===== src/rtl/div_ctrl_if.sv =====
// rtl/div_ctrl_if.sv - pipeline-side request/result bus of the divide controller

interface div_ctrl_if;
  logic        start;
  logic [31:0] a;
  logic [31:0] b;
  logic        hi_we;
  logic        lo_we;
  logic [31:0] wdata;
  logic        busy;
  logic        done;
  logic        dz;
  logic [31:0] hi;
  logic [31:0] lo;

  // Pipeline side: issues requests and HI/LO writes, observes results
  modport master (
    output start, a, b, hi_we, lo_we, wdata,
    input  busy, done, dz, hi, lo
  );

  // Controller side
  modport slave (
    input  start, a, b, hi_we, lo_we, wdata,
    output busy, done, dz, hi, lo
  );
endinterface


===== src/rtl/div_ctrl.sv =====
// rtl/div_ctrl.sv - issue/writeback controller for a free-running framed signed divider

module div_ctrl #(
  parameter int FRAME = 64,
  parameter int PW    = 6
) (
  input  logic        clk,
  input  logic        rst,
  div_ctrl_if.slave   bus,
  output logic [63:0] div_dnd,
  output logic [31:0] div_der,
  input  logic [31:0] div_quo,
  input  logic [31:0] div_rem
);

  typedef enum logic [2:0] {
    S_IDLE,
    S_WAIT,
    S_RUN,
    S_CAPT,
    S_DZ
  } state_t;

  // The phase counter mirrors the divider's own frame count. It comes up at 0
  // from device configuration and is deliberately left out of rst so that a
  // reset never knocks the controller out of step with the divider.
  logic [PW-1:0] r_phase;
  logic          w_phase_zero;

  state_t        r_state;
  state_t        w_state_nxt;

  logic          r_done;
  logic          r_dz;
  logic [31:0]   r_hi;
  logic [31:0]   r_lo;
  logic [63:0]   r_dnd;
  logic [31:0]   r_der;

  logic          w_done_nxt;
  logic          w_dz_nxt;
  logic [31:0]   w_hi_nxt;
  logic [31:0]   w_lo_nxt;
  logic [63:0]   w_dnd_nxt;
  logic [31:0]   w_der_nxt;

  assign w_phase_zero = (r_phase == '0);

  // Free-running frame phase, wraps FRAME-1 -> 0
  always_ff @(posedge clk) begin
    if (r_phase == PW'(FRAME - 1)) begin
      r_phase <= '0;
    end else begin
      r_phase <= r_phase + 1'b1;
    end
  end

  // State and output registers; rst aborts any in-flight operation silently
  always_ff @(posedge clk) begin
    if (rst) begin
      r_state <= S_IDLE;
      r_done  <= 1'b0;
      r_dz    <= 1'b0;
      r_hi    <= '0;
      r_lo    <= '0;
      r_dnd   <= '0;
      r_der   <= '0;
    end else begin
      r_state <= w_state_nxt;
      r_done  <= w_done_nxt;
      r_dz    <= w_dz_nxt;
      r_hi    <= w_hi_nxt;
      r_lo    <= w_lo_nxt;
      r_dnd   <= w_dnd_nxt;
      r_der   <= w_der_nxt;
    end
  end

  // Next-state and next-output decode
  always_comb begin
    w_state_nxt = r_state;
    w_done_nxt  = 1'b0;
    w_dz_nxt    = r_dz;
    w_hi_nxt    = r_hi;
    w_lo_nxt    = r_lo;
    w_dnd_nxt   = r_dnd;
    w_der_nxt   = r_der;

    unique case (r_state)
      S_IDLE: begin
        // Direct writes land alongside an accepted start; the division
        // result will overwrite them later.
        if (bus.hi_we) begin
          w_hi_nxt = bus.wdata;
        end
        if (bus.lo_we) begin
          w_lo_nxt = bus.wdata;
        end
        if (bus.start) begin
          w_dz_nxt = (bus.b == 32'd0);
          if (bus.b == 32'd0) begin
            // Divider operands are left alone on a divide-by-zero.
            w_state_nxt = S_DZ;
          end else begin
            w_dnd_nxt   = {{32{bus.a[31]}}, bus.a};
            w_der_nxt   = bus.b;
            w_state_nxt = S_WAIT;
          end
        end
      end

      // Operands are registered; the divider picks them up at the next
      // frame boundary, which may be a full frame away if we accepted on one.
      S_WAIT: begin
        if (w_phase_zero) begin
          w_state_nxt = S_RUN;
        end
      end

      // The result for our operands appears at the following boundary.
      S_RUN: begin
        if (w_phase_zero) begin
          w_state_nxt = S_CAPT;
        end
      end

      S_CAPT: begin
        w_lo_nxt    = div_quo;
        w_hi_nxt    = div_rem;
        w_done_nxt  = 1'b1;
        w_state_nxt = S_IDLE;
      end

      S_DZ: begin
        w_done_nxt  = 1'b1;
        w_state_nxt = S_IDLE;
      end

      default: begin
        w_state_nxt = S_IDLE;
      end
    endcase
  end

  assign bus.busy = (r_state != S_IDLE);
  assign bus.done = r_done;
  assign bus.dz   = r_dz;
  assign bus.hi   = r_hi;
  assign bus.lo   = r_lo;
  assign div_dnd  = r_dnd;
  assign div_der  = r_der;

endmodule


===== src/flat_wrapper.sv =====
// flat-port wrapper written by rule: the top's interface ports become plain ports
module div_ctrl_flat 
#(
  parameter int FRAME = 64,
  parameter int PW    = 6
)
  (clk, rst, div_dnd, div_der, div_quo, div_rem, bus_start, bus_a, bus_b, bus_hi_we, bus_lo_we, bus_wdata, bus_busy, bus_done, bus_dz, bus_hi, bus_lo);
  div_ctrl_if bus_i ();
  input  logic clk;
  input  logic rst;
  output logic [63:0] div_dnd;
  output logic [31:0] div_der;
  input  logic [31:0] div_quo;
  input  logic [31:0] div_rem;
  input wire logic [$bits(bus_i.start)-1:0] bus_start;
  input wire logic [$bits(bus_i.a)-1:0] bus_a;
  input wire logic [$bits(bus_i.b)-1:0] bus_b;
  input wire logic [$bits(bus_i.hi_we)-1:0] bus_hi_we;
  input wire logic [$bits(bus_i.lo_we)-1:0] bus_lo_we;
  input wire logic [$bits(bus_i.wdata)-1:0] bus_wdata;
  output wire logic [$bits(bus_i.busy)-1:0] bus_busy;
  output wire logic [$bits(bus_i.done)-1:0] bus_done;
  output wire logic [$bits(bus_i.dz)-1:0] bus_dz;
  output wire logic [$bits(bus_i.hi)-1:0] bus_hi;
  output wire logic [$bits(bus_i.lo)-1:0] bus_lo;
  assign bus_i.start = bus_start;
  assign bus_i.a = bus_a;
  assign bus_i.b = bus_b;
  assign bus_i.hi_we = bus_hi_we;
  assign bus_i.lo_we = bus_lo_we;
  assign bus_i.wdata = bus_wdata;
  assign bus_busy = bus_i.busy;
  assign bus_done = bus_i.done;
  assign bus_dz = bus_i.dz;
  assign bus_hi = bus_i.hi;
  assign bus_lo = bus_i.lo;
  div_ctrl #(.FRAME(FRAME), .PW(PW)) u_core (.clk(clk), .rst(rst), .bus(bus_i), .div_dnd(div_dnd), .div_der(div_der), .div_quo(div_quo), .div_rem(div_rem));
endmodule

===== config.mk =====
export PLATFORM = sky130hd
export DESIGN_NAME = div_ctrl_flat
export DESIGN_NICKNAME = d
export VERILOG_FILES = /design/src/rtl/div_ctrl_if.sv /design/src/rtl/div_ctrl.sv /design/src/flat_wrapper.sv
export SDC_FILE = /design/constraint.sdc
export NUM_CORES = 1
export LEC_CHECK = 0
export ABC_AREA = 0
export CAP_MARGIN = 20
export CORE_AREA = 2 2 153 155
export CTS_CLUSTER_DIAMETER = 30
export DETAILED_ROUTE_END_ITERATION = 6
export DIE_AREA = 0 0 155 157
export GPL_ROUTABILITY_DRIVEN = 1
export PLACE_DENSITY = 0.64
export SYNTH_ARGS = -nofsm -noshare
export SYNTH_HDL_FRONTEND = slang
export SYNTH_SLANG_ARGS = --single-unit
export TNS_END_PERCENT = 100

===== constraint.sdc =====
create_clock -name clk -period 3 [get_ports clk]
set_clock_uncertainty 0.1 [all_clocks]
set_input_delay 0.45 -clock clk [delete_from_list [all_inputs] [get_ports clk]]
set_output_delay 0.45 -clock clk [all_outputs]
set_load 0.05 [all_outputs]

==> flow_metrics.tcl <==
set metrics [dict create \
    syn_nets 825 \
    min_period_ns 2.66 \
    critPathBufInv 1 \
    antenna_found_initial 0 \
    drt_iter0_markers 237 \
    diodes 0 \
    die_h_um 157 \
    slew-limit-headroom 0.510 \
    clockRootBuffer "clkbuf_16" \
    slowest_stage "clkdlybuf4s50_1" \
    cp.arrival_ns 2.11 \
    vias_per_cell 4.49 \
    ctsHoldBuffers 0 \
    path_delay_family "buffers and inverters" \
    hpwl_mm 14.4 \
    die_w_um 155 \
    io-pin-count 328 \
    syn-instance-count 658 \
    h-tree-depth 4 \
    start_util 0.298 \
    p_per_area_nw_per_um2 531 \
    multi_input_area_um2 3290 \
    fill_cells 2148 \
    cp_max_fo 7 \
    cts_buffers 17 \
    fmax_ghz 0.376 \
    clkTransAtPathRegs_ns 0.06 \
    ys_types 35 \
    clock_latency_ns 0.41 \
    rows 55 \
    grt_pass1_vias 5417 \
    peakVddDrop_mv 0.322 \
    grt_max_degree 74 \
    cts_tree "done" \
    slew_violations 0 \
    criticalPathCategory "reg2out" \
    synth_seq_cells 139 \
    place_congestion 0.779 \
    portBuffers 327 \
    ys_warn_count 0 \
    finalNetCount 1099 \
    area.growth.synth_to_final_pct 55.3 \
    drive_above_1_share 0.0783 \
    rsz0062_at_grt "false" \
    leakage_uw 0.00410 \
    critPathLaunchType "flip-flop" \
    regArea_um2 2780 \
    worstMarginPinSlew_ns 0.734 \
    async_flop_share 0 \
    routedWlPerCell_um 15.9 \
    post_cts_buffers 0 \
    report.final.hold_viol_count 0 \
    critical_path.cell_chain "or3_1 > clkdlybuf4s50_1" \
    critPathMaxStageDelay_ns 0.91 \
    routed_wl_mm 19.5 \
    dr.pass1.iters 4 \
    setup_viol 0 \
    end_kind "primary output" \
    drc 0 \
    detail-route-antenna-nets 0 \
    clock_sinks 139 \
    ys_seq_area_frac 0.415 \
    critical_path_required_ns 2.45 \
    synth_edf_count 0 \
    vias 5526 \
    grt_first_pass_wirelength_mm 29.6 \
    die_area_um2 24300 \
    clockBufferDepth 2 \
    core_um2 22500 \
    grt_overflow 0 \
    finalCritPeriodShare 0.886 \
    syn_avg_cell_area_um2 10.2 \
    grt.total_usage 0.155 \
    outcome "finished, final reports clean" \
    maxCapViolCount 0 \
    finalPower_uw 5530 \
    cts_resized 0 \
    syn_area_um2 6710 \
    ys.flop_type "dfxtp_1" \
    tns_ns 0 \
    min_path_type "reg2reg" \
]
## metrics by stage
stage | hold WS [ns] | utilization | setup WS (ns) | std cells | area [um^2]
floorplan | 0.341 | - | 0.968 | 658 | 6710
global placement | 0.357 | 0.437 | 0.344 | 1198 | 9840
detailed placement | 0.359 | 0.437 | 0.293 | 1198 | 9840
CTS | 0.374 | 0.463 | 0.306 | 1230 | 10400
global route | 0.391 | 0.463 | 0.241 | 1230 | 10400
finish | 0.371 | 0.463 | 0.343 | 1230 | 10400
## power breakdown
group          total (uW)  internal [uW]  switching (uW)
logic                1450            604             843
clock network        2050           1180             870
registers            2030           1970            63.1
## worst paths after layout
kind | cells past startpoint | slack (ns) | startpoint | endpoint
setup / recovery | 2 | 0.34 | u_core.r_state[1] | bus_busy
hold / removal | 2 | 0.37 | u_core.div_der[19] | u_core.div_der[19]
setup reg to reg | 5 | 0.55 | u_core.r_state[2] | u_core.bus.hi[1]
hold reg to reg | 2 | 0.37 | u_core.div_der[19] | u_core.div_der[19]
## layout make-up
| class | instances | share of cell area |
|---|---|---|
| clock buffer | 19 | 0.0425 |
| inverter | 4 | 0.00144 |
| clock inverter | 13 | 0.0126 |
| sequential | 139 | 0.267 |
| tap | 285 | 0.0342 |
| multi-input combinational | 433 | 0.316 |
| timing repair buffer | 337 | 0.326 |
## state kept, by name, summed over array words and instances (netlist names)
name             flops
u_core.bus.hi       32
u_core.bus.lo       32
u_core.div_der      32
u_core.div_dnd      32
u_core.r_phase       6
u_core.r_state       3
u_core.bus.done      1
u_core.bus.dz        1
## Yosys cell counts (2+ instances only)
cell | instances | area share
nand3_1 | 3 | 0.0022
mux2i_1 | 129 | 0.19
ha_1 | 2 | 0.0037
nor4_1 | 10 | 0.0093
a21oi_1 | 2 | 0.0015
buf_2 | 8 | 0.0060
nand2b_1 | 128 | 0.12
nor2_1 | 68 | 0.038
a211oi_1 | 36 | 0.040
buf_4 | 35 | 0.039
nand2_1 | 4 | 0.0022
inv_1 | 4 | 0.0022
xor2_1 | 2 | 0.0026
clkbuf_1 | 25 | 0.014
dfxtp_1 | 139 | 0.41
buf_1 | 3 | 0.0017
a211oi_2 | 28 | 0.052
buf_12 | 10 | 0.030
nand4_1 | 2 | 0.0019
nor2b_1 | 4 | 0.0037
nor3_1 | 2 | 0.0015
## placed cells by master (no fill, tap or decap), types with 7 or more instances in the layout
master / count
buf_4: 7
nand2b_1: 128
a211oi_1: 36
clkdlybuf4s50_1: 326
a211oi_2: 28
nor4_1: 10
dfxtp_1: 139
mux2i_1: 129
nor2_1: 68
clkbuf_16: 17
## worst min-delay path: stages, from the launching register on
cell,delay (ns)
dfxtp_1,0.31
nand2b_1,0.06
mux2i_1,0.05
## metal layers
metal,track usage,part of all wire,vias up,routed length [um]
met5,0,0,-,0
met4,0.0578,0.027,0,523
li1,-,-,2779,-
met2,0.277,0.50,208,9690
met1,0.167,0.40,2510,7730
met3,0.0586,0.080,29,1560
## kinds of logic (layout without fill, tap and decap cells)
family	count (synthesis)	in the layout	synth area share
adder cells (fa/ha/maj)	2	2	0.00373
buffers and inverters	86	373	0.0946
multiplexers	129	129	0.193
XOR/XNOR	3	3	0.00392
AO/OA/AOI/OAI	73	73	0.104
flip-flops	139	139	0.415
AND/OR/NAND/NOR	226	226	0.186
Power figures use the tool's default switching activity.
